===== src/rtl/apb_quad_gen.sv =====
`default_nettype none
// ============================================================================
// apb_quad_gen : APB-programmed quadrature A/B pulse generator (Gray-code steps)
// Revision     : 1.0
// ============================================================================
module apb_quad_gen #(
  parameter int DIV_BITS = 16
) (
  input  logic        apb_clock,
  input  logic        apb_resetn,
  input  logic        apb_psel,
  input  logic        apb_penable,
  input  logic        apb_pwrite,
  input  logic [11:0] apb_paddr,
  input  logic [31:0] apb_pwdata,
  output logic [31:0] apb_prdata,
  output logic        quad_a,
  output logic        quad_b,
  output logic        busy,
  output logic        done_int
);

  localparam logic [11:0] C_ADDR_CTRL   = 12'h000;
  localparam logic [11:0] C_ADDR_DIV    = 12'h004;
  localparam logic [11:0] C_ADDR_COUNT  = 12'h008;
  localparam logic [11:0] C_ADDR_STAT   = 12'h00C;
  localparam logic [11:0] C_ADDR_POS    = 12'h010;
  localparam logic [11:0] C_ADDR_REMAIN = 12'h014;

  typedef enum logic [0:0] {
    ST_IDLE = 1'b0,
    ST_RUN  = 1'b1
  } state_t;

  state_t r_state, w_state_nxt;

  logic [DIV_BITS-1:0] r_div, r_div_cnt;
  logic [31:0]         r_count, r_remain, r_pos, r_prdata;
  logic [1:0]          r_phase, w_phase_nxt;
  logic                r_dir, r_cont, r_done, r_quad_a, r_quad_b;
  logic                r_start_pend, r_stop_pend;
  logic                w_wr, w_rd, w_wr_ctrl, w_wr_stat, w_idle;
  logic                w_step, w_launch, w_zero_done, w_last;

  assign w_wr      = apb_psel & apb_penable & apb_pwrite;
  assign w_rd      = apb_psel & ~apb_penable & ~apb_pwrite;
  assign w_wr_ctrl = w_wr && (apb_paddr == C_ADDR_CTRL);
  assign w_wr_stat = w_wr && (apb_paddr == C_ADDR_STAT);
  assign w_idle    = (r_state == ST_IDLE);

  // dir is frozen while running, so it doubles as the latched run direction
  assign w_phase_nxt = r_dir ? (r_phase - 2'd1) : (r_phase + 2'd1);

  always_ff @(posedge apb_clock or negedge apb_resetn) begin
    if (!apb_resetn) r_state <= ST_IDLE;
    else             r_state <= w_state_nxt;
  end

  always_comb begin
    w_state_nxt = r_state;
    w_step      = 1'b0;
    w_launch    = 1'b0;
    w_zero_done = 1'b0;
    w_last      = 1'b0;
    case (r_state)
      ST_IDLE: begin
        if (r_start_pend) begin
          if ((r_count != 32'd0) || r_cont) begin
            w_state_nxt = ST_RUN;
            w_launch    = 1'b1;
          end else begin
            w_zero_done = 1'b1;
          end
        end
      end
      ST_RUN: begin
        if (r_stop_pend) begin
          w_state_nxt = ST_IDLE;
        end else if (r_div_cnt == r_div) begin
          w_step = 1'b1;
          if (!r_cont && (r_remain == 32'd1)) begin
            w_last      = 1'b1;
            w_state_nxt = ST_IDLE;
          end
        end
      end
      default: w_state_nxt = ST_IDLE;
    endcase
  end

  always_ff @(posedge apb_clock or negedge apb_resetn) begin
    if (!apb_resetn) begin
      r_div        <= '0;
      r_div_cnt    <= '0;
      r_count      <= '0;
      r_remain     <= '0;
      r_pos        <= '0;
      r_prdata     <= '0;
      r_phase      <= '0;
      r_dir        <= 1'b0;
      r_cont       <= 1'b0;
      r_done       <= 1'b0;
      r_quad_a     <= 1'b0;
      r_quad_b     <= 1'b0;
      r_start_pend <= 1'b0;
      r_stop_pend  <= 1'b0;
    end else begin
      // stop beats start in the same write; start is ignored while running
      r_start_pend <= w_wr_ctrl & apb_pwdata[0] & ~apb_pwdata[1] & w_idle;
      r_stop_pend  <= w_wr_ctrl & apb_pwdata[1];
      if (w_wr_ctrl && w_idle) begin
        r_dir  <= apb_pwdata[2];
        r_cont <= apb_pwdata[3];
      end
      if (w_wr && (apb_paddr == C_ADDR_DIV))   r_div   <= apb_pwdata[DIV_BITS-1:0];
      if (w_wr && (apb_paddr == C_ADDR_COUNT)) r_count <= apb_pwdata;

      if (w_wr && (apb_paddr == C_ADDR_POS) && w_idle) r_pos <= apb_pwdata;
      else if (w_step) r_pos <= r_dir ? (r_pos - 32'd1) : (r_pos + 32'd1);

      if (w_launch) r_remain <= r_count;
      else if (w_step && !r_cont) r_remain <= r_remain - 32'd1;

      if (w_launch) r_div_cnt <= '0;
      else if (r_state == ST_RUN) r_div_cnt <= w_step ? '0 : (r_div_cnt + DIV_BITS'(1));

      if (w_step) begin
        r_phase  <= w_phase_nxt;
        r_quad_a <= w_phase_nxt[1] ^ w_phase_nxt[0];
        r_quad_b <= w_phase_nxt[1];
      end

      if (w_last || w_zero_done) r_done <= 1'b1;
      else if (w_launch) r_done <= 1'b0;
      else if (w_wr_stat && apb_pwdata[1]) r_done <= 1'b0;

      if (w_rd) begin
        case (apb_paddr)
          C_ADDR_CTRL:   r_prdata <= {28'd0, r_cont, r_dir, 2'b00};
          C_ADDR_DIV:    r_prdata <= 32'(r_div);
          C_ADDR_COUNT:  r_prdata <= r_count;
          C_ADDR_STAT:   r_prdata <= {30'd0, r_done, (r_state == ST_RUN)};
          C_ADDR_POS:    r_prdata <= r_pos;
          C_ADDR_REMAIN: r_prdata <= r_remain;
          default:       r_prdata <= '0;
        endcase
      end
    end
  end

  assign apb_prdata = r_prdata;
  assign quad_a     = r_quad_a;
  assign quad_b     = r_quad_b;
  assign busy       = (r_state == ST_RUN);
  assign done_int   = r_done;

endmodule
`default_nettype wire

===== config.mk =====
export PLATFORM = sky130hd
export DESIGN_NAME = apb_quad_gen
export DESIGN_NICKNAME = d
export VERILOG_FILES = /design/src/rtl/apb_quad_gen.sv
export SDC_FILE = /design/constraint.sdc
export NUM_CORES = 1
export LEC_CHECK = 0
export ABC_AREA = 1
export CAP_MARGIN = 20
export CORE_MARGIN = 3
export CORE_UTILIZATION = 50
export CTS_CLUSTER_SIZE = 25
export DETAILED_ROUTE_END_ITERATION = 10
export GPL_ROUTABILITY_DRIVEN = 0
export PLACE_DENSITY = 0.68
export SLEW_MARGIN = 10
export SYNTH_ARGS = -nofsm -noshare
export SYNTH_HDL_FRONTEND = slang
export SYNTH_SLANG_ARGS = --single-unit

===== constraint.sdc =====
create_clock -name apb_clock -period 2.2 [get_ports apb_clock]
set_input_delay 0.22 -clock apb_clock [delete_from_list [all_inputs] [get_ports apb_clock]]
set_output_delay 0.22 -clock apb_clock [all_outputs]
set_load 0.05 [all_outputs]

=== After elaboration in Yosys (flattened, before gate mapping) ===
Cells that the tools add are included.

* Flip-flop bits (word level): 170
* Output and inout port bits: 36
* Bits of input ports: 49
* Logic and storage cells: 90

* $add $sub $neg: 6
* Reductions and logical operators: 19
* Bitwise operators: 13
* Multiplexer cells: 30
* Eq/ne operators: 7

{| class="wikitable"
|+ Operators with widths
! operator !! count
|-
| 32-bit case mux with 6 select lines || 1
|-
| 32-bit 2-to-1 mux || 5
|-
| 32-bit by 1-bit subtractor with 32-bit output, second input constant || 2
|-
| 16-bit 2-to-1 mux || 3
|-
| 32-bit by 1-bit adder with 32-bit output, second input constant || 1
|-
| 32-bit by 1-bit == test with 1-bit output, second input constant || 1
|-
| 32-bit nonzero test || 1
|-
| 12-bit by 4-bit == test with 1-bit output, second input constant || 2
|-
| 12-bit by 5-bit == test with 1-bit output, second input constant || 2
|-
| 1-bit 2-to-1 mux || 19
|-
| 16-bit by 1-bit adder with 16-bit output, second input constant || 1
|-
| 16-bit == test || 1
|-
| 12-bit by 3-bit == test with 1-bit output, second input constant || 1
|-
| 12-bit logical NOT || 1
|-
| 1-bit logical AND || 10
|-
| 1-bit bitwise AND || 8
|-
| 2-bit nonzero test || 3
|-
| 1-bit inverter || 4
|-
| 3-bit nonzero test || 1
|-
| 2-bit by 1-bit adder with 2-bit output, second input constant || 1
|-
| 1-bit logical OR || 2
|-
| 2-bit 2-to-1 mux || 1
|-
| 1-bit case mux with 2 select lines || 1
|-
| 2-bit by 1-bit subtractor with 2-bit output, second input constant || 1
|-
| other kinds (2) || 2
|}

=== Depth between registers and ports, before layout ===
Gate-level depths: netlist of run 1.

* Depth after elaboration: 8
* Gate-level depth with buffers: 13
* Depth with buffers taken out: 12

=== Worst setup path after synthesis of run 1 ===
Ideal clock, no wire load.

* Kind: register to register
* From: register r_dir
* To: register r_pos[25]
* Clock period less this slack: 2224 ps
* Data required time: 2084 ps
* Slack: -24 ps
* Arrival: 2107 ps
* Buffers on the path: 0
* Setup time: 116 ps
* Cell stages (with the launch flop): 11
* Cells stage by stage: dfrtp_1 > ha_1 > nand2_1 > inv_1 > nand2_1 > nand2_1 > nand3b_1 > nand2_1 > nand3_1 > nand3_1 > nand2_1

* Cells in the longest elaborated chain, start to end: 3

{| class="wikitable"
|+ Ends and longest elaborated chain
! item !! RTL line !! RTL
|-
| start: declaration || 40 || <nowiki>logic r_dir, r_cont, r_done, r_quad_a, r_quad_b;</nowiki>
|-
| start signal: assignment || 112 || <nowiki>r_dir <= apb_pwdata[2];</nowiki>
|-
| 32-bit 2-to-1 mux (2 in series) || 119 || <nowiki>else if (w_step) r_pos <= r_dir ? (r_pos - 32'd1) : (r_pos + 32'd1);</nowiki>
|-
| 32-bit 2-to-1 mux || 118 || <nowiki>if (w_wr && (apb_paddr == C_ADDR_POS) && w_idle) r_pos <= apb_pwdata;</nowiki>
|-
| end signal: assignment || 118 ||
|-
| end signal: assignment || 119 ||
|-
| end: declaration || 38 || <nowiki>logic [31:0] r_count, r_remain, r_pos, r_prdata;</nowiki>
|}

Every way passes these cells. The select of a mux whose other input is x is not followed.
A chain may end at the register's enable or synchronous reset.

=== Final worst setup path of run 1 ===
* From: register r_dir
* To: register r_pos[17]

The elaborated chain is that of the path after synthesis.

==> flow_summary.json, run 1 <==
{
  "run_status": "complete, no violations",
  "net_count_synth": 1818,
  "timing.critical_path.slowest_cell_delay_ps": 450,
  "share_comb_of_total_power_pct": 4.9,
  "ys_seq_area_share_pct": 36.9,
  "final.setup_skew_ps": 15.4,
  "final_layout_size_suffix_gt1_share_pct": 9.80,
  "synth_enable_flop_cells": 0,
  "drv_cap": 0,
  "finalSetupViolCount": 0,
  "power.share.sequential_pct": 47.8,
  "hold_viol": 0,
  "post_synth_num_cell_types": 36,
  "h-tree-depth": 4,
  "wirelength_um": 37300,
  "synth-warning-count": 0,
  "startpoint_type": "register",
  "final.min_clock_period_ps": 2130,
  "worst_ir_drop_on_vdd_mv": 0.324,
  "synth_seq_cells": 169,
  "num_vias": 11800,
  "layout_worst_path_cycle_share_pct": 97.0,
  "routed_wire_length_per_instance_um": 17.5,
  "drcViolationCount": 0,
  "clkLatencyLatePin_ps": 440,
  "fp-row-count": 54,
  "maximum_fanout_encountered_on_the_critical_timing_path": 16,
  "drv_slew": 0,
  "synth.top_cells.by_count": "667 x sky130_fd_sc_hd__nand2_1, 208 x sky130_fd_sc_hd__inv_1, 183 x sky130_fd_sc_hd__nand3_1",
  "cts_made_buffers": 17,
  "tritoncts_num_sinks": 169,
  "grt_first_pass_wirelength_um": 58900,
  "critical_path.endpoint_type": "register",
  "holdCritPathClass": "primary input to asynchronous set/reset pin",
  "cts_root_buf": "sky130_fd_sc_hd__clkbuf_16",
  "fp.dieArea_mm2": 0.0248,
  "area_growth_pct": 21.2,
  "power_uw": 6510,
  "sequence_of_cells_on_the_critical_path": "buf_12 -> ha_2 -> nand2_2 -> nor2_2 -> nand3_1 -> nand3b_1 -> nand2_1 -> nand2_1 -> nand2_1 -> nand3_1 -> nand3_1",
  "floorplan.io_pins": 85,
  "grt-ovfl-total": 0,
  "fin_hold_ws_ps": 248,
  "mapped_cell_area_mm2": 0.0115,
  "fp.dieH_um": 157,
  "floorplan.initialDensity_pct": 51.7,
  "grt_pass1_vias": 10900,
  "top_cell_type_s_share_of_synthesized_area_pct": 36.9,
  "final_ant_viol_nets": 0,
  "worst_ep_arrival_time_ps": 2460,
  "critical-path-slowest-cell": "sky130_fd_sc_hd__dfrtp_2",
  "rsz0062_at_grt": "yes",
  "synth_area_per_cell_um2": 6.60,
  "floorplan.core_area_mm2": 0.0222,
  "detail_route.first_pass.iterations": 6,
  "instance_count_of_the_mapped_netlist": 1735,
  "synth_area_leader_cell": "sky130_fd_sc_hd__dfrtp_1",
  "route.detailed.vias_per_inst": 5.50,
  "tritoncts": "yes",
  "ys.flop_type": "sky130_fd_sc_hd__dfrtp_1",
  "fp.dieW_um": 157,
  "grtUsageTotal_pct": 30.4,
  "antenna-diode-count": 0,
  "clkTransAtPathRegs_ps": 70,
  "max_slew_margin_pct": 64.3,
  "hpwl_um": 28400,
  "final.fill_count": 2064,
  "placement.io_buffers": 84,
  "antenna_found_initial": 0,
  "postSynth.asyncResetShare_pct": 100,
  "count_leader_synth": "sky130_fd_sc_hd__nand2_1",
  "worst_slew_pin_slew_ps": 534,
  "switching_share_pct": 25.4,
  "power_leakage_uw": 0.00717,
  "power_switching_uw": 1650,
  "power_frac_clock_pct": 47.3,
  "pwr_density_cell_mw_per_mm2": 469,
  "ctsLongestPathBuffers": 2,
  "detail_route.iter0.violations": 1176,
  "path_class": "register to register",
  "internal_power_uw": 4860,
  "cell_types_occupying_the_most_area_after_synthesis": "sky130_fd_sc_hd__dfrtp_1 37%, sky130_fd_sc_hd__nand2_1 22%, sky130_fd_sc_hd__nand3_1 8.0%",
  "worst_ep_required_time_ps": 2520,
  "clock.fmax_ghz": 0.469,
  "grt_start_max_net_pins": 65,
  "design.final.nets": 1928
}
## critical path, delay by kind of cell, from the launching register on
kind	cells	cell delay (ps)
flops	1	450
fa+ha+maj	1	390
simple gates	9	970
buf+inv	1	180
## layer usage
layer	vias to the layer above	GRT usage, %	part of all wire [%]
met5	-	0	0
met4	0	6.90	1.5
met3	45	5.06	8.6
met2	489	46.5	45
met1	5536	45.4	45
li1	5682	-	-
## path summary, 6_finish.rpt
check	from	endpoint	slack [ps]	cells after the start
worst max-delay path	r_dir	r_pos[17]	70	11
worst min-delay path	apb_resetn	r_div_cnt[4]	250	2
worst max register to register	r_dir	r_pos[17]	70	11
worst min register to register	apb_prdata[1]	apb_prdata[1]	480	2
max in group asynchronous	apb_resetn	r_count[20]	1250	3
min in group apb_clock	apb_pwdata[29]	r_count[29]	430	2
## flip-flops by register name (all words and copies together) (netlist names)
name and flops:
r_dir 1, r_start_pend 1, busy 1, r_count 32, r_phase 2, apb_prdata 32, r_stop_pend 1, r_cont 1
quad_a 1, r_pos 32, r_remain 32, r_div 16, done_int 1, r_div_cnt 16
## cell type report
| cell class | count | area [µm²] | area share [%] |
|---|---|---|---|
| clock buffers | 17 | 425 | 3.06 |
| clock inverters | 15 | 180 | 1.30 |
| inverters | 221 | 830 | 5.97 |
| multi-input cells | 1297 | 6500 | 46.8 |
| flip-flops and latches | 169 | 4230 | 30.5 |
| well taps | 280 | 350 | 2.52 |
| repair buffers | 139 | 1370 | 9.87 |
## cell usage in the layout (no fill, tap or decap), types with 4 or more instances in the layout
cell,netlist,final
sky130_fd_sc_hd__a21oi_1,35,30
sky130_fd_sc_hd__a21oi_2,0,5
sky130_fd_sc_hd__and2_1,4,4
sky130_fd_sc_hd__buf_12,0,9
sky130_fd_sc_hd__buf_4,3,45
sky130_fd_sc_hd__clkbuf_16,0,17
sky130_fd_sc_hd__clkdlybuf4s50_1,0,83
sky130_fd_sc_hd__clkinv_1,4,4
sky130_fd_sc_hd__dfrtp_1,169,168
sky130_fd_sc_hd__ha_1,33,12
sky130_fd_sc_hd__ha_2,0,9
sky130_fd_sc_hd__ha_4,0,12
sky130_fd_sc_hd__inv_1,208,206
sky130_fd_sc_hd__inv_2,9,11
sky130_fd_sc_hd__inv_6,0,4
sky130_fd_sc_hd__mux2_2,16,16
sky130_fd_sc_hd__nand2_1,667,658
sky130_fd_sc_hd__nand2_2,1,10
sky130_fd_sc_hd__nand3_1,183,180
sky130_fd_sc_hd__nand3b_1,5,5
sky130_fd_sc_hd__nand4_1,17,17
sky130_fd_sc_hd__nor2_1,145,130
sky130_fd_sc_hd__nor2_2,2,16
sky130_fd_sc_hd__nor3_1,21,14
sky130_fd_sc_hd__nor3_2,1,5
sky130_fd_sc_hd__nor3_4,2,5
sky130_fd_sc_hd__o211ai_1,6,6
sky130_fd_sc_hd__o21ai_0,65,65
sky130_fd_sc_hd__o21ai_1,15,15
sky130_fd_sc_hd__o22ai_1,10,10
sky130_fd_sc_hd__xnor2_1,9,9
sky130_fd_sc_hd__xor2_1,50,50
## kinds of logic (layout without fill, tap and decap cells)
family	Yosys count	count (layout)	share of synthesized area, %
XOR/XNOR	59	59	4.51
AND/OR/NAND/NOR	1052	1052	37.8
buffers and inverters	269	392	9.18
flip-flops	169	169	36.9
adder cells (fa/ha/maj)	34	34	3.78
AO/OA/AOI/OAI	136	136	6.29
multiplexers	16	16	1.57
## repair_timing
action,in CTS,in global routing
pin swaps,0,10
setup buffers,0,2
resized for setup,2,68
setup endpoints to repair,2,19
hold buffers,1,0
endpoints found under the hold margin,32,0
## stage by stage
step,utilization [%],cells,area (µm²),setup slack [ps],TNS (ps)
after global routing,62.7,2138,13900,-45.8,-309
after detailed placement,58.4,2103,12900,-5.77,-8.23
after floorplan,-,1735,11500,234,0
final,62.7,2138,13900,66.4,0
after CTS,61.2,2136,13600,18.9,0
after global placement,58.4,2103,12900,-4.54,-4.54
## power groups by stage
stage	sequential, µW	clock (µW)	combinational [µW]
final	3110	3080	319
after global routing	3110	3250	352
after CTS	3110	3110	312
after detailed placement	3170	0	309
after global placement	3170	0	307
after floorplan	3170	0	88.8
Power figures use the tool's default switching activity.
==> inputs of run 2 (changes only) <==
--- a/config.mk
+++ b/config.mk
@@ -9,6 +9,7 @@
 export CAP_MARGIN = 20
 export CORE_MARGIN = 3
 export CORE_UTILIZATION = 50
+export CTS_CLUSTER_DIAMETER = 150
 export CTS_CLUSTER_SIZE = 25
 export DETAILED_ROUTE_END_ITERATION = 10
 export GPL_ROUTABILITY_DRIVEN = 0
==> results of run 2 <==
No change in the layout: final DEF, timing and power equal those of run 1.
